<file path="src/rtl/mem_sched_ctrl.sv">
// mem_sched_ctrl: shares one memory port between I-cache fill and data side.
// Data-first priority, instruction anti-starvation, one-cycle release gap.
//
// Ports:
//   clk, reset (async active-low)
//   petitionInstr/addressInstr          instruction fill request
//   petitionDat/addressDat/weDat        data fill or write-back request
//   serviceReady                        memory completion strobe
//   petitionMem/addressMem/weMem        latched request to memory
//   serviceReadyInstr/serviceReadyDat   completion to each requester
//   busy, grantOwner (0 = instr, 1 = data)
//   perfInstrGrants/perfDatGrants/perfStallCycles  saturating counters
//
// Optional feature: define MEM_SCHED_PERF_EN to build the perf counters;
// otherwise the perf outputs are tied to 0.
module mem_sched_ctrl #(
    parameter int addr_width   = 16,
    parameter int STARVE_LIMIT = 3,
    parameter int CNT_WIDTH    = 16
) (
    input  logic                  clk,
    input  logic                  reset,
    input  logic                  petitionInstr,
    input  logic [addr_width-1:0] addressInstr,
    input  logic                  petitionDat,
    input  logic [addr_width-1:0] addressDat,
    input  logic                  weDat,
    input  logic                  serviceReady,
    output logic                  petitionMem,
    output logic [addr_width-1:0] addressMem,
    output logic                  weMem,
    output logic                  serviceReadyInstr,
    output logic                  serviceReadyDat,
    output logic                  busy,
    output logic                  grantOwner,
    output logic [CNT_WIDTH-1:0]  perfInstrGrants,
    output logic [CNT_WIDTH-1:0]  perfDatGrants,
    output logic [CNT_WIDTH-1:0]  perfStallCycles
);

    typedef enum logic [1:0] {
        IDLE,
        SERVE_I,
        SERVE_D,
        RELEASE
    } state_t;

    localparam logic [3:0] STARVE_MAX = 4'(STARVE_LIMIT);

    state_t                state_q, state_d;
    logic [addr_width-1:0] addr_q, addr_d;
    logic                  we_q, we_d;
    logic                  own_q, own_d;
    logic [3:0]            starve_q, starve_d;
    logic                  grant_i, grant_d;

    always_ff @(posedge clk or negedge reset) begin
        if (!reset) begin
            state_q  <= IDLE;
            addr_q   <= '0;
            we_q     <= 1'b0;
            own_q    <= 1'b0;
            starve_q <= '0;
        end else begin
            state_q  <= state_d;
            addr_q   <= addr_d;
            we_q     <= we_d;
            own_q    <= own_d;
            starve_q <= starve_d;
        end
    end

    always_comb begin
        state_d  = state_q;
        addr_d   = addr_q;
        we_d     = we_q;
        own_d    = own_q;
        starve_d = starve_q;
        grant_i  = 1'b0;
        grant_d  = 1'b0;
        unique case (state_q)
            IDLE: begin
                // Data wins unless instruction has waited out its budget.
                if (petitionDat &&
                    !(petitionInstr && starve_q == STARVE_MAX)) begin
                    grant_d = 1'b1;
                end else if (petitionInstr) begin
                    grant_i = 1'b1;
                end
            end
            SERVE_I, SERVE_D: begin
                if (serviceReady) begin
                    state_d = RELEASE;
                end
            end
            RELEASE: begin
                state_d = IDLE;
            end
            default: begin
                state_d = IDLE;
            end
        endcase

        if (grant_d) begin
            state_d = SERVE_D;
            addr_d  = addressDat;
            we_d    = weDat;
            own_d   = 1'b1;
            if (petitionInstr && starve_q != STARVE_MAX) begin
                starve_d = starve_q + 4'd1;
            end
        end
        if (grant_i) begin
            state_d  = SERVE_I;
            addr_d   = addressInstr;
            we_d     = 1'b0;
            own_d    = 1'b0;
            starve_d = '0;
        end
    end

    assign petitionMem       = (state_q == SERVE_I) || (state_q == SERVE_D);
    assign addressMem        = addr_q;
    assign weMem             = we_q;
    assign grantOwner        = own_q;
    assign busy              = (state_q != IDLE);
    assign serviceReadyInstr = serviceReady && (state_q == SERVE_I);
    assign serviceReadyDat   = serviceReady && (state_q == SERVE_D);

`ifdef MEM_SCHED_PERF_EN
    logic [CNT_WIDTH-1:0] pinstr_q, pdat_q, pstall_q;
    logic                 stall;

    // A cycle stalls when any raised petition is not the one being served.
    assign stall = (petitionInstr && state_q != SERVE_I) ||
                   (petitionDat   && state_q != SERVE_D);

    always_ff @(posedge clk or negedge reset) begin
        if (!reset) begin
            pinstr_q <= '0;
            pdat_q   <= '0;
            pstall_q <= '0;
        end else begin
            if (grant_i && !(&pinstr_q)) begin
                pinstr_q <= pinstr_q + 1'b1;
            end
            if (grant_d && !(&pdat_q)) begin
                pdat_q <= pdat_q + 1'b1;
            end
            if (stall && !(&pstall_q)) begin
                pstall_q <= pstall_q + 1'b1;
            end
        end
    end

    assign perfInstrGrants = pinstr_q;
    assign perfDatGrants   = pdat_q;
    assign perfStallCycles = pstall_q;
`else
    assign perfInstrGrants = '0;
    assign perfDatGrants   = '0;
    assign perfStallCycles = '0;
`endif

endmodule

</file>
<file path="config.mk">
export PLATFORM = sky130hd
export DESIGN_NAME = mem_sched_ctrl
export DESIGN_NICKNAME = d
export VERILOG_FILES = /design/src/rtl/mem_sched_ctrl.sv
export SDC_FILE = /design/constraint.sdc
export NUM_CORES = 1
export LEC_CHECK = 0
export ABC_AREA = 1
export BUFFER_PORTS_ARGS = -buffer_cell sky130_fd_sc_hd__buf_2
export CORE_AREA = 4 4 75 60
export CTS_BUF_LIST = sky130_fd_sc_hd__clkbuf_8
export CTS_CLUSTER_DIAMETER = 100
export DETAILED_ROUTE_END_ITERATION = 12
export DIE_AREA = 0 0 79 64
export GPL_ROUTABILITY_DRIVEN = 0
export PLACE_DENSITY_LB_ADDON = 0.08
export SLEW_MARGIN = 20
export SYNTH_ARGS = -nofsm -noshare
export SYNTH_HDL_FRONTEND = slang
export SYNTH_SLANG_ARGS = --single-unit
</file>
<file path="constraint.sdc">
create_clock -name clk -period 4.1 [get_ports clk]
set_input_delay 1.23 -clock clk [delete_from_list [all_inputs] [get_ports clk]]
set_output_delay 1.23 -clock clk [all_outputs]
set_load 0.01 [all_outputs]
</file>
# Word-level counts from Yosys, hierarchy flattened
# Index checks and enable logic that the tools add are counted.
word_totals:
  reg_bits: 24
  input_bits: 38
  out_inout_bits: 70
  elab_cells: 45
classes:
  add_sub_neg: 1
  eq_ne: 6
  n_mux: 18
  n_reduce_logical: 15
op_table:
  columns: ["op", "n"]
  rows:
  - ["2-to-1 mux 16 bit", 2]
  - ["2-to-1 mux 4 bit", 3]
  - ["2-to-1 mux 1 bit", 9]
  - ["2-to-1 mux 2 bit", 3]
  - ["nonzero test 2 bit", 3]
  - ["logical AND 1 bit", 5]
  - ["adder 4 x 1 -> 4 bit (second input constant)", 1]
  - ["equality test 2 bit (second input constant)", 2]
  - ["equality test 4 x 2 -> 1 bit (second input constant)", 1]
  - ["!= test 4 x 2 -> 1 bit (second input constant)", 1]
  - ["!= test 4 bit (second input constant)", 1]
  - ["one-hot mux 2 bit (2 select lines)", 1]
  - ["AND reduction 2 bit", 2]
  - ["nonzero test 4 bit", 1]
  - ["equality test 2 x 1 -> 1 bit (second input constant)", 1]
  - ["logical NOT 2 bit", 1]
  - ["OR reduction 2 bit", 1]
  - ["logical NOT 1 bit", 1]
  - ["logical OR 1 bit", 1]

# Logic depth before layout (Yosys ltp)
# Gate-level depths: netlist (run 1).
depth:
  ltp_word: 8
  mapped_depth: 10
  depth_no_buf: 9

# Least setup slack after synthesis (run 1)
# No wires, ideal clock.
synth_timing:
  path_kind: "input -> output"
  startpoint: "input port serviceReady"
  endpoint: "output port serviceReadyDat"
  arrival_ns: 1.344
  required_ns: 2.870
  slack_ns: 1.526
  path_stages: 2
  n_path_buf: 0
  path_cell_list: "nand2_1 > inv_1"
synth_between:
  elab_chain_cells: 1
synth_rtl:
  columns: ["item", "line_no", "source"]
  rows:
  - ["from (decl)", "28", "input logic serviceReady,"]
  - ["logical AND 1 bit", "128", "assign serviceReadyDat = serviceReady && (state_q == SERVE_D);"]
  - ["to (decl)", "33", "output logic serviceReadyDat,"]
# Every way passes these cells.

# Final worst setup path (run 1)
# Same ends and word-level chain as after synthesis.

==> results.yml, run 1 <==
setup_path:
  crit-reg2reg-launch: "state_q[0]"
  worst-path-max-fanout: 3
  arrival_ns: 1.55
  end_kind: "primary output"
  r2r_slack_ns: 2.18
  cp-startpoint: "serviceReady"
  reg2regPathDepth: 7
  critPathKind: "primary input to primary output"
  timing.rr.end: "state_q[1]"
  start_kind: "primary input"
  crit_required_ns: 2.87
clock_tree:
  clk_path_buf_depth: 2
  cts_setup_buffers: 0
  clk_transition_reported_paths_ns: 0.08
  ctsResizeCount: 0
  cts_tree: "built"
  hold_buffers: 0
  numCtsBuffers: 3
  htree_levels: 1
  root_buffer: "clkbuf_8"
  clock_latency_ns: 0.27
  clock-sinks: 24
route:
  drcViolationCount: 0
  drt_first_pass_iters: 4
  routed_wl_mm: 3.57
  drt_iter0_markers: 51
  vias: 1386
  routedWlPerCell_um: 10.1
  ant_nets: 0
  via_per_inst: 3.90
layout:
  final_common_cell: "nand2_1"
  drive_above_1_share: 0.227
  layout.cells.non_filler: 355
  diodes: 0
  final_cell_mix: "62 x nand2_1, 59 x buf_2, 48 x conb_1"
  area_growth_pct: 11.5
  nets: 344
die:
  core_um2: 3850
  initial_utilization: 0.456
  core.rowCount: 20
  die_area_um2: 5060
  die_h_um: 64
  ios: 108
  die_w_um: 79
synth:
  syn_area_per_cell_um2: 7.18
  synth_cells: 245
  yosys_register_bits: 24
  synthTopCellsByArea: "dfrtp_1 34%, buf_4 21%, nand2_1 13%"
  yosysTopAreaCell: "dfrtp_1"
  ys_seq_area_frac: 0.342
  synthesis.area_um2: 1760
  ys_warn_count: 0
  yosys.area.top_type_share: 0.342
  ys_types: 18
worst_hold_path:
  hold_class: "flop to flop"
  hold_path_end: "addressMem[1]"
  worstHoldStart: "addressMem[1]"
  holdPathStages: 2
grt:
  grt_max_degree: 25
  grt_pass1_wl_mm: 5.66
  grt_use_total: 0.137
  grt_overflow: 0
  grt_pass1_vias: 1213
  antenna_found_initial: 0
sta:
  setup_slack_ns: 1.32
  period_needed_ns: 2.78
  fin_setup_tns_ns: 0
  hold_viol_final: 0
  max_freq_mhz: 359
  slew_headroom: 0.631
  grt_setup_unrepaired: "no"
  fin_worst_skew_ns: 0.0105
  setup_viol: 0
  post-route-period-util: 0.679
  slew_violations: 0
  tightest_slew_ns: 0.552
placed_design:
  place_ws_ns: 1.31
  portBuffers: 59
  placed_cells: 351
  hpwl_mm: 2.66
pwr:
  peakVddDrop_mv: 0.334
  p_leak_uw: 0.00130
  power_density_nw_per_um2: 589
flow_run:
  maxCapViolCount: 0
outcome:
  outcome: "finished, final reports clean"
-- report_power, final --
group	switching (uW)	total, uW	internal (uW)	leakage, uW
registers	65.3	414	349	0.000299
logic	334	533	199	0.000961
clock network	75.7	206	131	0.0000357
total	475	1150	679	0.00130
-- worst max-delay path, stage by stage --
cell and delay, ns:
buf_2 0.11, nand2_1 0.06, inv_1 0.03, buf_2 0.13
-- logic make-up after synthesis --
group | Yosys count | share of synthesized area
AND/OR/NAND/NOR | 107 | 0.263
buffers and inverters | 100 | 0.332
flip-flops | 24 | 0.342
AO/OA/AOI/OAI | 7 | 0.0213
adder cells (fa/ha/maj) | 5 | 0.0356
XOR/XNOR | 1 | 0.00498
other | 1 | 0.00213
-- per-stage QoR --
stage	hold slack, ns	area (um^2)	total power [uW]	utilization
after floorplan	0.475	1930	807	-
after global placement	0.458	1890	952	0.490
after detailed placement	0.461	1890	958	0.490
after CTS	0.483	1960	1170	0.508
after global routing	0.511	1960	1270	0.508
final	0.479	1960	1150	0.508
-- final cells by class --
type	count	area (um^2)
Inverter	44	165
Clock inverter	1	30.0
Timing Repair Buffer	60	303
Clock buffer	3	41.3
Sequential cell	24	601
Tap cell	55	68.8
Fill cell	435	1890
Multi-Input combinational cell	168	751
-- worst max path at each step --
stage / to / slack (ns) / depth (start not counted)
2_1_floorplan: serviceReadyDat / 1.53 / 2
3_3_place_gp: serviceReadyDat / 1.32 / 4
3_5_place_dp: serviceReadyDat / 1.31 / 4
4_1_cts: serviceReadyDat / 1.31 / 4
5_1_grt: serviceReadyInstr / 1.27 / 4
6_report: serviceReadyDat / 1.32 / 4
-- layer usage --
layer | routed length [um] | GRT usage | vias to the layer above
met5 | 0 | 0 | -
met4 | 0 | 0.00215 | 0
met3 | 320 | 0.0394 | 0
met2 | 1520 | 0.210 | 56
met1 | 1730 | 0.203 | 583
li1 | - | - | 747
-- state kept, by name, indices dropped and copies added, names as in the netlist --
signal / cells
starve_q: 4
addressMem: 16
state_q: 2
weMem: 1
grantOwner: 1
-- Yosys cell counts --
| master | number |
|---|---|
| nand2_2 | 2 |
| xor2_1 | 1 |
| conb_1 | 1 |
| nand3_1 | 38 |
| nand2_1 | 62 |
| o21ai_0 | 4 |
| buf_4 | 50 |
| nand2_4 | 1 |
| inv_2 | 1 |
| inv_1 | 43 |
| buf_2 | 4 |
| o211ai_1 | 1 |
| ha_1 | 5 |
| dfrtp_1 | 24 |
| a21oi_1 | 1 |
| buf_6 | 2 |
| o21ai_1 | 1 |
| nor2_1 | 4 |
(Power assumes the default switching activity.)
==> inputs of run 2 (changes only) <==
- CORE_AREA: 4 4 75 60 -> 4 4 78 62
- DIE_AREA: 0 0 79 64 -> 0 0 82 66
- clock period: 4.1 -> 2.8 ns (I/O delays scaled with it)
==> run 2 against run 1 <==
Wire length is 3.6% higher. Sequential power is 45% higher. Clock-buffer cell count is 1 higher. Hold slack better by 0.00064 ns. First-iteration DRC count is 18% lower. Sequential share of layout area is 0.14 points higher. Power is 40% higher. Non-clock buffer count is 1 higher. Highest routed layer is now met4. Critical path depth is 1 lower.
==> results.yml, run 2 (synthesized netlist as in run 1, its figures left out) <==
clock_tree:
  htree_levels: 1
  clock_latency_ns: 0.26
  numCtsBuffers: 3
  root_buffer: "clkbuf_8"
  ctsResizeCount: 0
  cts_setup_buffers: 0
  clk_path_buf_depth: 2
  clock-sinks: 24
  hold_buffers: 0
  clk_transition_reported_paths_ns: 0.08
  cts_tree: "built"
sta:
  setup_slack_ns: 0.766
  hold_viol_final: 0
  period_needed_ns: 2.03
  slew_headroom: 0.639
  tightest_slew_ns: 0.541
  setup_viol: 0
  max_freq_mhz: 492
  grt_setup_unrepaired: "no"
  slew_violations: 0
  post-route-period-util: 0.726
  fin_worst_skew_ns: 0.00745
  fin_setup_tns_ns: 0
route:
  via_per_inst: 4.02
  routedWlPerCell_um: 10.4
  routed_wl_mm: 3.70
  drt_iter0_markers: 42
  drt_first_pass_iters: 4
  vias: 1431
  ant_nets: 0
  drcViolationCount: 0
worst_hold_path:
  hold_class: "flop to flop"
die:
  core_um2: 4000
  die_w_um: 82
  initial_utilization: 0.439
  die_h_um: 66
  die_area_um2: 5410
  ios: 108
  core.rowCount: 20
setup_path:
  cp_num_buf_inv: 2
  end_kind: "primary output"
  arrival_ns: 1.19
  cp_slowest_cell: "dfrtp_1"
  path_cells: "inv_1, ha_1, buf_2"
  critPathKind: "flop to primary output"
  crit_family: "flip-flops"
  start_kind: "flop"
  worst-path-max-fanout: 4
  critPathMaxStageDelay_ns: 0.39
  crit_required_ns: 1.96
placed_design:
  portBuffers: 59
  hpwl_mm: 2.82
  place_ws_ns: 0.789
  placed_cells: 352
layout:
  drive_above_1_share: 0.229
  diodes: 0
  area_growth_pct: 11.0
  nets: 345
  nFillCells: 429
  layout.cells.non_filler: 356
  fin_util: 0.487
  final_common_cell: "nand2_1"
  largest_register_ffs: 16
  final_cell_mix: "62 x nand2_1, 59 x buf_2, 48 x conb_1"
flow_run:
  maxCapViolCount: 0
outcome:
  outcome: "finished, final reports clean"
grt:
  grt_overflow: 0
  grt_pass1_wl_mm: 5.39
  grt_pass1_vias: 1163
  grt_use_total: 0.129
  antenna_found_initial: 0
  grt_max_degree: 25
pwr:
  power_density_nw_per_um2: 831
  p_leak_uw: 0.00129
  peakVddDrop_mv: 0.417
[run 2: cell types whose count changed in the layout (fill, tap and decap cells not counted), sizes merged]
| cell | delta |
|---|---|
| buf | +1 |
| bufinv | -1 |
| clkbuf | +1 |
[run 2: power by group]
part / internal, uW / total [uW] / switching, uW / leakage, uW
Combinational: 297 / 787 / 490 / 0.000966
Clock: 125 / 231 / 106 / 0.0000288
Sequential: 511 / 602 / 91.1 / 0.000299
Total: 933 / 1620 / 687 / 0.00129
[run 2: area by class of cell]
class	instances	area [um^2]	share of cell area
multi-input combinational	168	751	0.385
sequential	24	601	0.308
timing repair buffer	61	310	0.159
inverter	44	165	0.0847
tap	55	68.8	0.0353
clock buffer	4	55.1	0.0282
[run 2: per-layer routing]
layer,routed length [um],up-vias,global-route usage
met4,11,0,0.0187
met3,435,2,0.0450
li1,-,754,-
met1,1660,606,0.178
met2,1590,69,0.198
met5,0,-,0
[run 2: stage by stage]
step                      hold slack [ns]  power (uW)  area (um^2)
after floorplan                     0.475        1180         1930
after global placement              0.462        1410         1900
after detailed placement            0.465        1410         1900
after CTS                           0.487        1650         1950
after global routing                0.512        1800         1950
final                               0.480        1620         1950
[run 2: worst reg2reg max path, stage by stage, from the launching register on]
cell and delay (ns):
dfrtp_1 0.41, inv_1 0.10, ha_1 0.21, nand2_1 0.14
inv_2 0.19, nand2_2 0.29, nand2_1 0.15, nand3_1 0.08
nand2_1 0.08
[run 2: worst paths after layout]
check / start / slack, ns / cells past startpoint / endpoint
worst max-delay path: state_q[0] / 0.77 / 3 / petitionMem
worst min-delay path: addressMem[2] / 0.48 / 2 / addressMem[2]
worst max register to register: state_q[0] / 1.08 / 8 / addressMem[12]
worst min register to register: addressMem[2] / 0.48 / 2 / addressMem[2]
max in group asynchronous: reset / 1.89 / 1 / addressMem[12]
min in group asynchronous: reset / 0.54 / 1 / addressMem[4]
